===== config.mk =====
export PLATFORM = sky130hd
export DESIGN_NAME = if_stage
export DESIGN_NICKNAME = d
export VERILOG_FILES = /design/src/rtl/if_stage.sv
export SDC_FILE = /design/constraint.sdc
export NUM_CORES = 1
export LEC_CHECK = 0
export ABC_AREA = 1
export CORE_ASPECT_RATIO = 1.25
export CORE_UTILIZATION = 40
export CTS_BUF_LIST = sky130_fd_sc_hd__clkbuf_8
export DETAILED_ROUTE_END_ITERATION = 10
export PLACE_DENSITY = 0.63
export SLEW_MARGIN = 20
export SYNTH_ARGS = -nofsm -noshare
export SYNTH_HDL_FRONTEND = slang
export SYNTH_SLANG_ARGS = --single-unit

===== constraint.sdc =====
create_clock -name clk_i -period 8.2 [get_ports clk_i]
set_input_delay 1.64 -clock clk_i [delete_from_list [all_inputs] [get_ports clk_i]]
set_output_delay 1.64 -clock clk_i [all_outputs]
set_load 0.02 [all_outputs]

===== src/rtl/if_stage.sv =====
// rtl/if_stage.sv - instruction fetch stage with one-entry skid buffer and branch drain
module if_stage #(
    parameter logic [31:0] RESET_PC = 32'h0000_0000,
    parameter logic [31:0] PC_STEP  = 32'd4
) (
    input  logic        clk_i,
    input  logic        rst_i,
    input  logic        stall_i,
    input  logic        branch_taken_i,
    input  logic [31:0] branch_target_i,
    output logic        imem_req_o,
    output logic [31:0] imem_addr_o,
    input  logic        imem_ack_i,
    input  logic [31:0] imem_data_i,
    output logic [31:0] inst_out_o,
    output logic [31:0] pc_out_o,
    output logic        valid_out_o
);

    typedef enum logic [1:0] {
        S_IDLE  = 2'd0,
        S_FETCH = 2'd1,
        S_WAIT  = 2'd2,
        S_DRAIN = 2'd3
    } state_t;

    state_t      state_q;
    logic        req_q;
    logic [31:0] pc_q;
    logic [31:0] addr_q;
    logic [31:0] inst_q;
    logic [31:0] pc_out_q;
    logic        valid_q;
    logic        skid_valid_q;
    logic [31:0] skid_inst_q;
    logic [31:0] skid_pc_q;

    logic [31:0] target_aligned;
    logic [31:0] pc_next;
    logic        out_free;

    // Redirect targets are word aligned; the low two bits are simply dropped.
    assign target_aligned = branch_target_i & 32'hFFFF_FFFC;
    // Sequential PC wraps modulo 2^32.
    assign pc_next        = pc_q + PC_STEP;
    // Output register can take a new word if it is empty or decode consumes it now.
    assign out_free       = !valid_q || !stall_i;

    assign imem_req_o  = req_q;
    assign imem_addr_o = addr_q;
    assign inst_out_o  = inst_q;
    assign pc_out_o    = pc_out_q;
    assign valid_out_o = valid_q;

    // Fetch FSM: PC, memory request, output register and skid buffer all update here.
    // addr_q follows the PC except in DRAIN, where it keeps the abandoned address
    // on the bus until memory acknowledges it.
    always_ff @(posedge clk_i or posedge rst_i) begin
        if (rst_i) begin
            state_q      <= S_IDLE;
            req_q        <= 1'b0;
            pc_q         <= RESET_PC;
            addr_q       <= RESET_PC;
            inst_q       <= 32'h0;
            pc_out_q     <= 32'h0;
            valid_q      <= 1'b0;
            skid_valid_q <= 1'b0;
            skid_inst_q  <= 32'h0;
            skid_pc_q    <= 32'h0;
        end else if (branch_taken_i) begin
            // Redirect wins over stall and ack: flush output and skid, retarget PC.
            valid_q      <= 1'b0;
            skid_valid_q <= 1'b0;
            pc_q         <= target_aligned;
            case (state_q)
                S_FETCH: begin
                    req_q <= 1'b1;
                    if (imem_ack_i) begin
                        state_q <= S_FETCH;
                        addr_q  <= target_aligned;
                    end else begin
                        state_q <= S_DRAIN;
                    end
                end
                S_DRAIN: begin
                    req_q <= 1'b1;
                    if (imem_ack_i) begin
                        state_q <= S_FETCH;
                        addr_q  <= target_aligned;
                    end else begin
                        state_q <= S_DRAIN;
                    end
                end
                default: begin
                    state_q <= S_FETCH;
                    req_q   <= 1'b1;
                    addr_q  <= target_aligned;
                end
            endcase
        end else begin
            case (state_q)
                S_IDLE: begin
                    state_q <= S_FETCH;
                    req_q   <= 1'b1;
                    addr_q  <= pc_q;
                end
                S_FETCH: begin
                    if (imem_ack_i) begin
                        pc_q   <= pc_next;
                        addr_q <= pc_next;
                        if (out_free) begin
                            inst_q   <= imem_data_i;
                            pc_out_q <= pc_q;
                            valid_q  <= 1'b1;
                            state_q  <= S_FETCH;
                            req_q    <= 1'b1;
                        end else begin
                            skid_inst_q  <= imem_data_i;
                            skid_pc_q    <= pc_q;
                            skid_valid_q <= 1'b1;
                            state_q      <= S_WAIT;
                            req_q        <= 1'b0;
                        end
                    end else if (!stall_i) begin
                        valid_q <= 1'b0;
                    end
                end
                S_WAIT: begin
                    if (!stall_i) begin
                        inst_q       <= skid_inst_q;
                        pc_out_q     <= skid_pc_q;
                        valid_q      <= skid_valid_q;
                        skid_valid_q <= 1'b0;
                        state_q      <= S_FETCH;
                        req_q        <= 1'b1;
                    end
                end
                S_DRAIN: begin
                    if (!stall_i) begin
                        valid_q <= 1'b0;
                    end
                    if (imem_ack_i) begin
                        state_q <= S_FETCH;
                        req_q   <= 1'b1;
                        addr_q  <= pc_q;
                    end
                end
                default: begin
                    state_q <= S_IDLE;
                    req_q   <= 1'b0;
                end
            endcase
        end
    end

endmodule


==> impl_metrics.yaml <==
critical_path:
  reg2reg_slack_ps: 5090
  path_max_fanout: 68
  end_kind: "flip-flop"
  path_class: "in -> reg"
  required_ps: 8600
  worstPathArrival_ps: 4400
  start_kind: "primary input"
clocking:
  hold_buffers: 0
  clk_pin_slew_ps: 100
  h-tree-depth: 4
  clock_path_buffers: 2
  cts_tree: "done"
  cts-root-buf: "clkbuf_8"
  clock_sinks: 189
  cts_resized: 0
  cts_setup_buffers: 0
  clkLatencyLatePin_ps: 490
  cts_buffers: 17
die:
  dieArea_sq_um: 23800
  rows: 61
  io_pins: 167
  die_x_microns: 138
  core_sq_um: 22500
  start_util_pct: 41.1
  fp.dieH_microns: 172
timing:
  fmax_mhz: 250
  fin_crit_ps: 4000
  max_slew_margin_pct: 31.7
  final-hold-violation-count: 0
  skew_ps: 25.1
  worst-slew-pin-transition_ps: 1020
  setup_tns_ps: 0
  fin_crit_sh_pct: 48.8
  drv_slew: 0
  grt_setup_unrepaired: "no"
  final-setup-viol-count: 0
place:
  dp_hpwl_mm: 16.8
  placed_area_sq_um: 11000
  dp.cells: 1534
  place_congestion: 0.835
  portBuffers: 162
power:
  p_per_area_nw_per_um2: 368
  power_mw: 4.20
  p_leak_nw: 5.21
  vdd_ir_drop_max_uv: 147
route:
  met3_length_mm: 1.28
  drt-met1-wl_mm: 11.6
  drt-total-wl_mm: 25.1
  wl_per_cell_microns: 16.0
  dr.pass1.iters: 8
  vias: 8063
  routed_via_density: 5.15
  ant_nets: 0
  drt_iter0_drc: 678
  route.detailed.drc: 26
  dr_wl_met2_mm: 11.6
  top_layer: "met4"
logic_synthesis:
  yosysUniqueCellTypes: 34
  synth_top_area_share_pct: 51.1
  synth_xor_area_share_pct: 0.378
  yosys_warnings: 0
  synth_mux_area_share_pct: 4.13
  syn_avg_cell_area_sq_um: 8.09
  ys_seq_elements: 189
  ys_top_cells_by_area: "dfrtp_1 (51%), nand2_1 (14%), nor2_1 (6.4%)"
  synth_top_family_by_area: "simple AND/OR/NAND/NOR gates"
  seq_area_frac_synth_pct: 51.1
  synth-simple-area-share_pct: 23.6
  synthCells: 1144
  synth_compound_area_share_pct: 13.6
  netlist_area_sq_um: 9260
  synth_adder_area_share_pct: 0.676
  synth_top_cell_by_area: "dfrtp_1"
final_layout:
  diodes: 0
  finalNetCount: 1344
  nFillCells: 2181
  layout.cells.non_filler: 1566
  final_common_cell: "nand2_1"
  layout-drive-gt1-share_pct: 7.17
  layout_common_cells: "nand2_1 (342), dfrtp_1 (189), clkdlybuf4s50_1 (161)"
  postLayoutCellArea_sq_um: 11400
  area_delta_synth_final_pct: 23.3
grt:
  overflow: 0
  grt_pass1_vias: 7679
  grt_max_degree: 116
  grt_pass1_wl_mm: 40.9
  grt_use_total_pct: 22.0
  antenna_found_initial: 0
run:
  cap_viol_max_count: 0
run_status:
  violations: "design-rule violations"
  status: "finished, violations left"
min_path:
  hp-class: "reg -> reg"
where the power goes:
part	internal (mW)	total, mW	switching (mW)
sequential	1.35	1.65	0.301
combinational	0.804	1.91	1.10
clock	0.297	0.646	0.349
total	2.45	4.20	1.75
through the flow:
stage	hold slack (ps)	setup WS [ps]	utilization, %
6_report	489	4200	50.7
5_1_grt	506	3860	50.7
4_1_cts	494	4130	50.7
3_5_place_dp	470	3620	48.9
3_3_place_gp	465	3250	48.8
2_1_floorplan	453	1420	-
worst max-delay path: stages:
cell       delay (ps)
buf_2             100
buf_4             290
inv_2             580
o2111ai_1         280
nor2_4            570
buf_4             640
nor2_1             80
a31oi_1           170
routing by layer:
metal | up-vias | GRT usage [%]
met5 | - | 0
met4 | 0 | 7.57
met1 | 3793 | 29.6
li1 | 3990 | -
met2 | 246 | 36.5
met3 | 34 | 3.35
synthesized netlist by cell type (all sizes together):
library cell,number
xor2,4
nand2,346
dfrtp,189
conb,1
o21ai,61
o22ai,1
mux2,34
a21oi,60
ha,5
nand4,3
nor3,1
o211ai,1
a22oi,12
nor2,165
inv,73
nand3,39
o31ai,1
a211oi,13
o2111ai,1
a31oi,68
a221oi,1
clkbuf,26
buf,39
area by class of cell:
cell class / instances / area [sq um] / area share [%]
clock buffer: 20 / 275 / 2.41
clock inverter: 12 / 130 / 1.14
inverter: 73 / 282 / 2.47
multi-input combinational: 818 / 3940 / 34.5
sequential: 189 / 4730 / 41.4
tap: 283 / 354 / 3.10
timing repair buffer: 171 / 1700 / 14.9
sequential cells by signal (all words and copies together) (netlist names):
signal	flops
inst_out_o	32
skid_pc_q	30
pc_out_o	30
pc_q	30
state_q	2
skid_valid_q	1
valid_out_o	1
imem_addr_o	31
skid_inst_q	32
path summary, 6_finish.rpt:
path,endpoint,depth (start not counted),start
worst min-delay path,skid_pc_q[31]$_DFFE_PP0P_,2,skid_pc_q[31]$_DFFE_PP0P_
min in group asynchronous,inst_out_o[15]$_DFFE_PP0P_,2,rst_i
worst min register to register,skid_pc_q[31]$_DFFE_PP0P_,2,skid_pc_q[31]$_DFFE_PP0P_
max in group asynchronous,skid_inst_q[31]$_DFFE_PP0P_,3,rst_i
worst max-delay path,pc_out_o[20]$_DFFE_PP0P_,8,branch_taken_i
worst max register to register,imem_addr_o[6]$_DFFE_PP0P_,10,state_q[1]$_DFFE_PP0P_
cells by family after synthesis:
logic type,after synthesis
simple gates,554
compound gates,219
other cells,1
flops,189
buf+inv,138
mux,34
xor+xnor,4
fa+ha+maj,5
(Power assumes the default switching activity.)
